### config.mk
export PLATFORM = sky130hd
export DESIGN_NAME = qcore_reg_bank
export DESIGN_NICKNAME = d
export VERILOG_FILES = /design/src/rtl/qick_pkg.sv /design/src/rtl/qcore_wreg.sv /design/src/rtl/qcore_reg_bank.sv
export SDC_FILE = /design/constraint.sdc
export NUM_CORES = 2
export LEC_CHECK = 0
export ABC_AREA = 1
export CORE_MARGIN = 2
export CORE_UTILIZATION = 40
export DETAILED_ROUTE_END_ITERATION = 16
export PLACE_DENSITY = 0.59
export SYNTH_ARGS = -nofsm -noshare
export SYNTH_HDL_FRONTEND = slang
export SYNTH_HIERARCHICAL = 1
export SYNTH_SLANG_ARGS = --single-unit
export TNS_END_PERCENT = 20
### constraint.sdc
create_clock -name clk_i -period 4.3 [get_ports clk_i]
set_clock_uncertainty 0.2 [all_clocks]
set_input_delay 0.43 -clock clk_i [delete_from_list [all_inputs] [get_ports clk_i]]
set_output_delay 0.43 -clock clk_i [all_outputs]
set_load 0.02 [all_outputs]
### src/rtl/qick_pkg.sv
// qick_pkg: shared definitions for the qick processor core.
//   - Register-map region bases and fixed register addresses (7-bit space).
//   - WAVE_REG_T: the six 32-bit wave fields, field 0 in bits [31:0].
package qick_pkg;

   localparam logic [6:0] SREG_BASE    = 7'h00;
   localparam logic [6:0] WREG_BASE    = 7'h20;
   localparam logic [6:0] DREG_BASE    = 7'h40;

   localparam logic [6:0] REG_TIME     = 7'h01;
   localparam logic [6:0] REG_STATUS   = 7'h02;
   localparam logic [6:0] REG_JMP_ADDR = 7'h4F;

   localparam int WAVE_FIELDS = 6;

   typedef logic [WAVE_FIELDS-1:0][31:0] WAVE_REG_T;

endpackage

### src/rtl/qcore_wreg.sv
// qcore_wreg: the wave register (w0..w5).
//   clk_i, rst_ni   : clock, asynchronous active-low reset
//   halt_i          : freezes the register (pending load/write dropped)
//   wmem_ld_i       : load all six fields from wmem_dt_i
//   wmem_dt_i       : wave word from wave memory
//   wr_we_i/addr/dt : write-back port; only addresses w0..w5 affect this block
//   wreg_o          : current wave register contents
module qcore_wreg
   import qick_pkg::*;
(
   input  logic        clk_i,
   input  logic        rst_ni,
   input  logic        halt_i,
   input  logic        wmem_ld_i,
   input  WAVE_REG_T   wmem_dt_i,
   input  logic        wr_we_i,
   input  logic [6:0]  wr_addr_i,
   input  logic [31:0] wr_dt_i,
   output WAVE_REG_T   wreg_o
);

   WAVE_REG_T wreg_q;
   WAVE_REG_T wreg_d;

   // A write-back to one field overrides the whole-word load for that field
   // only; the remaining fields still take the load.
   always_comb begin
      wreg_d = wreg_q;
      if (!halt_i) begin
         for (int i = 0; i < WAVE_FIELDS; i++) begin
            if (wr_we_i && (wr_addr_i == 7'(WREG_BASE + 7'(i))))
               wreg_d[i] = wr_dt_i;
            else if (wmem_ld_i)
               wreg_d[i] = wmem_dt_i[i];
         end
      end
   end

   always_ff @(posedge clk_i or negedge rst_ni) begin
      if (!rst_ni) wreg_q <= '0;
      else         wreg_q <= wreg_d;
   end

   assign wreg_o = wreg_q;

endmodule

### src/rtl/qcore_reg_bank.sv
// qcore_reg_bank: architectural register bank of the qick core.
//   clk_i, rst_ni         : clock, asynchronous active-low reset
//   halt_i                : freezes all state (writes, wave load, time counter)
//   rs_A_addr_i/rs_A_dt_o : two 6-bit-address read ports, low 16 bits returned
//   rs_D_addr_i/rs_D_dt_o : two 7-bit-address read ports, 32 bits returned
//   wr_we_i/addr/dt       : write-back port from the WR stage
//   wmem_ld_i/wmem_dt_i   : whole-word wave register load
//   status_i              : core status, readable at s2
//   wreg_dt_o             : wave register state
//   jmp_addr_o            : d15, the jump address register
// Reads are combinational so forwarding logic sees contents in the same cycle.
module qcore_reg_bank
   import qick_pkg::*;
#(
   parameter int DREG_QTY = 16   // 16..32; d15 must exist as the jump register
) (
   input  logic        clk_i,
   input  logic        rst_ni,
   input  logic        halt_i,
   input  logic [5:0]  rs_A_addr_i [2],
   output logic [15:0] rs_A_dt_o   [2],
   input  logic [6:0]  rs_D_addr_i [2],
   output logic [31:0] rs_D_dt_o   [2],
   input  logic        wr_we_i,
   input  logic [6:0]  wr_addr_i,
   input  logic [31:0] wr_dt_i,
   input  logic        wmem_ld_i,
   input  WAVE_REG_T   wmem_dt_i,
   input  logic [31:0] status_i,
   output WAVE_REG_T   wreg_dt_o,
   output logic [31:0] jmp_addr_o
);

   localparam int         DAW      = $clog2(DREG_QTY);
   localparam logic [6:0] DREG_END = 7'(DREG_BASE + 7'(DREG_QTY));
   localparam logic [6:0] WREG_END = 7'(WREG_BASE + 7'(WAVE_FIELDS));
   localparam int         JMP_IDX  = int'(REG_JMP_ADDR - DREG_BASE);

   logic        wr_en;
   logic [31:0] time_q;
   logic [31:0] time_d;
   logic [31:0] sreg_q [3:15];   // s0 and s2 hold no state, s1 is time_q
   logic [31:0] dreg_q [DREG_QTY];
   WAVE_REG_T   wreg_q;

   assign wr_en = wr_we_i & ~halt_i;

   // Time register: free-running, a write-back replaces the increment.
   always_comb begin
      time_d = time_q;
      if (!halt_i) begin
         if (wr_en && (wr_addr_i == REG_TIME)) time_d = wr_dt_i;
         else                                  time_d = time_q + 32'd1;
      end
   end

   always_ff @(posedge clk_i or negedge rst_ni) begin
      if (!rst_ni) time_q <= '0;
      else         time_q <= time_d;
   end

   genvar gi;

   generate
      for (gi = 3; gi < 16; gi++) begin : g_sreg
         logic [31:0] sreg_d;
         always_comb begin
            sreg_d = sreg_q[gi];
            if (wr_en && (wr_addr_i == 7'(SREG_BASE + 7'(gi)))) sreg_d = wr_dt_i;
         end
         always_ff @(posedge clk_i or negedge rst_ni) begin
            if (!rst_ni) sreg_q[gi] <= '0;
            else         sreg_q[gi] <= sreg_d;
         end
      end

      for (gi = 0; gi < DREG_QTY; gi++) begin : g_dreg
         logic [31:0] dreg_d;
         always_comb begin
            dreg_d = dreg_q[gi];
            if (wr_en && (wr_addr_i == 7'(DREG_BASE + 7'(gi)))) dreg_d = wr_dt_i;
         end
         always_ff @(posedge clk_i or negedge rst_ni) begin
            if (!rst_ni) dreg_q[gi] <= '0;
            else         dreg_q[gi] <= dreg_d;
         end
      end
   endgenerate

   qcore_wreg u_wreg (
      .clk_i     (clk_i),
      .rst_ni    (rst_ni),
      .halt_i    (halt_i),
      .wmem_ld_i (wmem_ld_i),
      .wmem_dt_i (wmem_dt_i),
      .wr_we_i   (wr_we_i),
      .wr_addr_i (wr_addr_i),
      .wr_dt_i   (wr_dt_i),
      .wreg_o    (wreg_q)
   );

   // Full 7-bit address decode; anything reserved or write-only-ignored
   // (s0, 0x10-0x1F, past w5, past the last dreg, 0x60-0x7F) reads 0.
   function automatic logic [31:0] rd_mux(input logic [6:0] a);
      logic [31:0] v;
      v = '0;
      case (a[6:5])
         2'b00: begin
            if (!a[4]) begin
               if (a[3:0] == REG_TIME[3:0])        v = time_q;
               else if (a[3:0] == REG_STATUS[3:0]) v = status_i;
               else if (a[3:0] != 4'd0)            v = sreg_q[a[3:0]];
            end
         end
         2'b01:   if (a < WREG_END) v = wreg_q[a[2:0]];
         2'b10:   if (a < DREG_END) v = dreg_q[a[DAW-1:0]];
         default: v = '0;
      endcase
      return v;
   endfunction

   // always_comb (not assign) so the function's reads of register state are
   // part of the sensitivity.
   generate
      for (gi = 0; gi < 2; gi++) begin : g_rd
         always_comb begin
            rs_A_dt_o[gi] = 16'(rd_mux({1'b0, rs_A_addr_i[gi]}));
            rs_D_dt_o[gi] = rd_mux(rs_D_addr_i[gi]);
         end
      end
   endgenerate

   assign wreg_dt_o  = wreg_q;
   assign jmp_addr_o = dreg_q[JMP_IDX];

endmodule

==> summary.txt <==
Status - finished, final reports clean
Syn nets - 12,700
Final WL - 425,000 um
Fin crit share - 0.966
Via density - 5.86
Die ar. - 195,000 sq um
Slowest stage delay, CP - 0.73 ns
Top_reg_cell synth - dfrtp_1
Post-synth EDFFs - 0
Rel. slew slack - 0.171
Share of layout cells above drive strength 1 - 0.0592
Hold Path Class - input pin to async pin
Post-CTS Repair Setup Buffers - 0
Initial DRC count - 13,300
Worst R2R Setup Slack - 1.40 ns
Bufs on Longest Clock Path - 3
CP Class - input pin to output pin
Syn_area_per_cell - 6.17 sq um
I/O Pins - 614
Min Tclk post-route - 4.15 ns
Die height - 442 um
Post-synthesis instance total - 12,400
Register bit total from synthesis - 1,152
Initial cell density of the core - 0.403
Vias - 89,500
Core area - 190,000 sq um
Number of remaining DRC errors - 0
CTS clk-pin slew, worst paths - 0.06 ns
Drt wl/cell - 27.8 um
# clock sinks - 1,152
Initial antenna violation count - 42
Final Setup Violations - 0
Worst Setup Start Kind - input pin
Post-CTS Hold Fix Bufs - 20
Max Freq - 241 MHz
Vias in the first global route - 81,300
All-Layer GR Usage - 0.421
GR Overflow Total - 0
Largest net degree at the start of global routing - 137
Design area - 91,300 sq um
Post-synthesis sequential area ratio - 0.376
Cell taking the most area after synthesis - dfrtp_1
Worst slew pin tran - 1.24 ns
Slew Limit Fails - 0
Drt pass-1 iters - 9
Crit-path max FO - 49
Total negative setup slack - 0 ns
Nets - 12,900
Leakage - 45.0 nW
Global-route wire length before repair - 606,000 um
Crit path cell chain - clkdlybuf4s50_1, inv_1, nand2_1, inv_1, buf_12, nand2_1, nand4_1, nand3_1, nand3b_1, nand2_1, nand2_1, clkdlybuf4s50_1
CP required - 3.67 ns
Top delay family on crit path - buffers and inverters
Most numerous cell in the Yosys netlist - nand2_1
Fin. Hold Viols - 0
CP Data Arrival Time - 3.52 ns
Slowest CP cell - clkdlybuf4s50_1
H-tree depth - 4
TritonCTS Buffers - 145
P per Cell Area - 357 nW/um^2
Clk_lat worst skew - 0.83 ns
Crit end category - output pin
RSZ-0062 raised after global routing - false
Number of port buffers - 613
Area growth from synthesis to final layout - 19.0%
Synth top area share - 0.376
DP HPWL - 285,000 um
Max-cap viol count - 0
CP Buf/Inv Count - 5
Hold Slack - 0.0197 ns
Synth top area cells - dfrtp_1 (38%), nand2_1 (29%), nand3_1 (7.0%)
Most used cell along the critical path - nand2_1
Die width - 442 um
Post-synthesis cell area - 76,700 sq um
Placed inst area - 86,000 sq um
Commonest cells post-synth - nand2_1 (6,026), dfrtp_1 (1,152), nand3_1 (1,080)
Async set-or-reset flop fraction in the synthesized netlist - 1.00
Number of synthesis warnings - 6
Synth unique cells - 40
Rows - 160
Post-CTS Resized - 0
TritonCTS clock tree - yes
Worst vdd ir - 386 uV
Final ANT Viol Nets - 0
GP Congestion - 1.07
Root buf cell - clkbuf_16
worst register-to-register path, stage by stage, from the launching register on:
cell	delay, ns
dfrtp_1	0.63
ha_1	0.41
nand3_1	0.30
nor2_1	0.52
inv_1	0.11
nor2_1	0.27
nand2_1	0.09
nand2_1	0.06
nand3_1	0.06
nand3_1	0.09
nand2_1	0.05
path summary, 6_finish.rpt:
path                                              from                             to  depth (start not counted)
worst max register to register   time_q[1]$_DFFE_PN0N_         time_q[30]$_DFFE_PN0N_                         10
worst max-delay path                    rs_A_addr_i[1]                  rs_A_dt_o[10]                         12
min in group clk_i                       wmem_dt_i[82]  u_wreg/wreg_o[82]$_DFFE_PN0P_                          5
worst min register to register  sreg_q[52]$_DFFE_PN0P_         sreg_q[52]$_DFFE_PN0P_                          2
max in group asynchronous                       rst_ni        dreg_q[293]$_DFFE_PN0P_                          3
worst min-delay path                            rst_ni        dreg_q[406]$_DFFE_PN0P_                          2
sequential cells by signal, summed over array words and instances, names as in the netlist:
signal	cells
u_wreg/wreg_o	192
sreg_q	416
time_q	32
dreg_q	480
jmp_addr_o	32
cell type report:
cell class	count	area, sq um
Antenna cell	34	85.1
Clock buffer	203	4240
Clock inverter	61	806
Fill cell	19400	99100
Inverter	860	3260
Multi-Input combinational cell	9447	40700
Sequential cell	1152	28800
Tap cell	2511	3140
Timing Repair Buffer	1007	10300
cell usage in the layout, fill, tap and decap left out, types with 8 or more instances in the layout:
cell type / n
a21oi_1: 199
a22oi_1: 8
buf_12: 95
buf_4: 308
bufinv_16: 12
clkbuf_1: 22
clkbuf_16: 148
clkbuf_8: 34
clkdlybuf4s50_1: 576
clkinv_2: 29
clkinvlp_4: 8
dfrtp_1: 1152
diode_2: 34
dlygate4sd3_1: 20
inv_1: 836
inv_2: 12
nand2_1: 6016
nand2_2: 18
nand2_4: 10
nand3_1: 1080
nand3_2: 8
nand3b_1: 16
nand4_1: 130
nor2_1: 412
nor2_2: 13
nor2_4: 15
nor3_1: 13
o211ai_1: 28
o21ai_0: 1021
o21ai_1: 184
o221ai_1: 142
o22ai_1: 105
per-stage QoR:
stage,setup slack (ns),util,std cells,power (mW)
floorplan,1.98,-,12400,15.6
global placement,0.322,0.452,15000,19.2
detailed placement,0.329,0.452,15000,19.3
CTS,0.302,0.479,15200,32.4
global route,0.134,0.479,15300,33.6
finish,0.147,0.480,15300,32.6
power by group:
part	leakage (nW)	switching [mW]	total, mW	internal, mW
clock	2.47	5.49	13.2	7.66
combinational	26.9	4.50	6.62	2.12
sequential	15.6	1.29	12.8	11.6
total	45.0	11.3	32.6	21.3
kinds of logic (layout without fill, tap and decap cells):
kind of cell | count (synthesis) | in the layout | share of synthesized area
and+or+nand+nor | 7739 | 7739 | 0.405
buffers and inverters | 1826 | 2131 | 0.0970
AOI/OAI and AO/OA | 1704 | 1704 | 0.122
DFF | 1152 | 1152 | 0.376
xor gates and xnor gates | 3 | 3 | 0.000343
adders and majority gates | 1 | 1 | 0.000163
other | 0 | 34 | 0
layer usage:
metal  wire length, um  up-vias  track usage
met5                50        -            0
met4             30100       10        0.256
met3             52000     1224        0.118
met2            177000     6031        0.606
met1            167000    42500        0.559
li1                  -    39700            -
(Power assumes the default switching activity.)
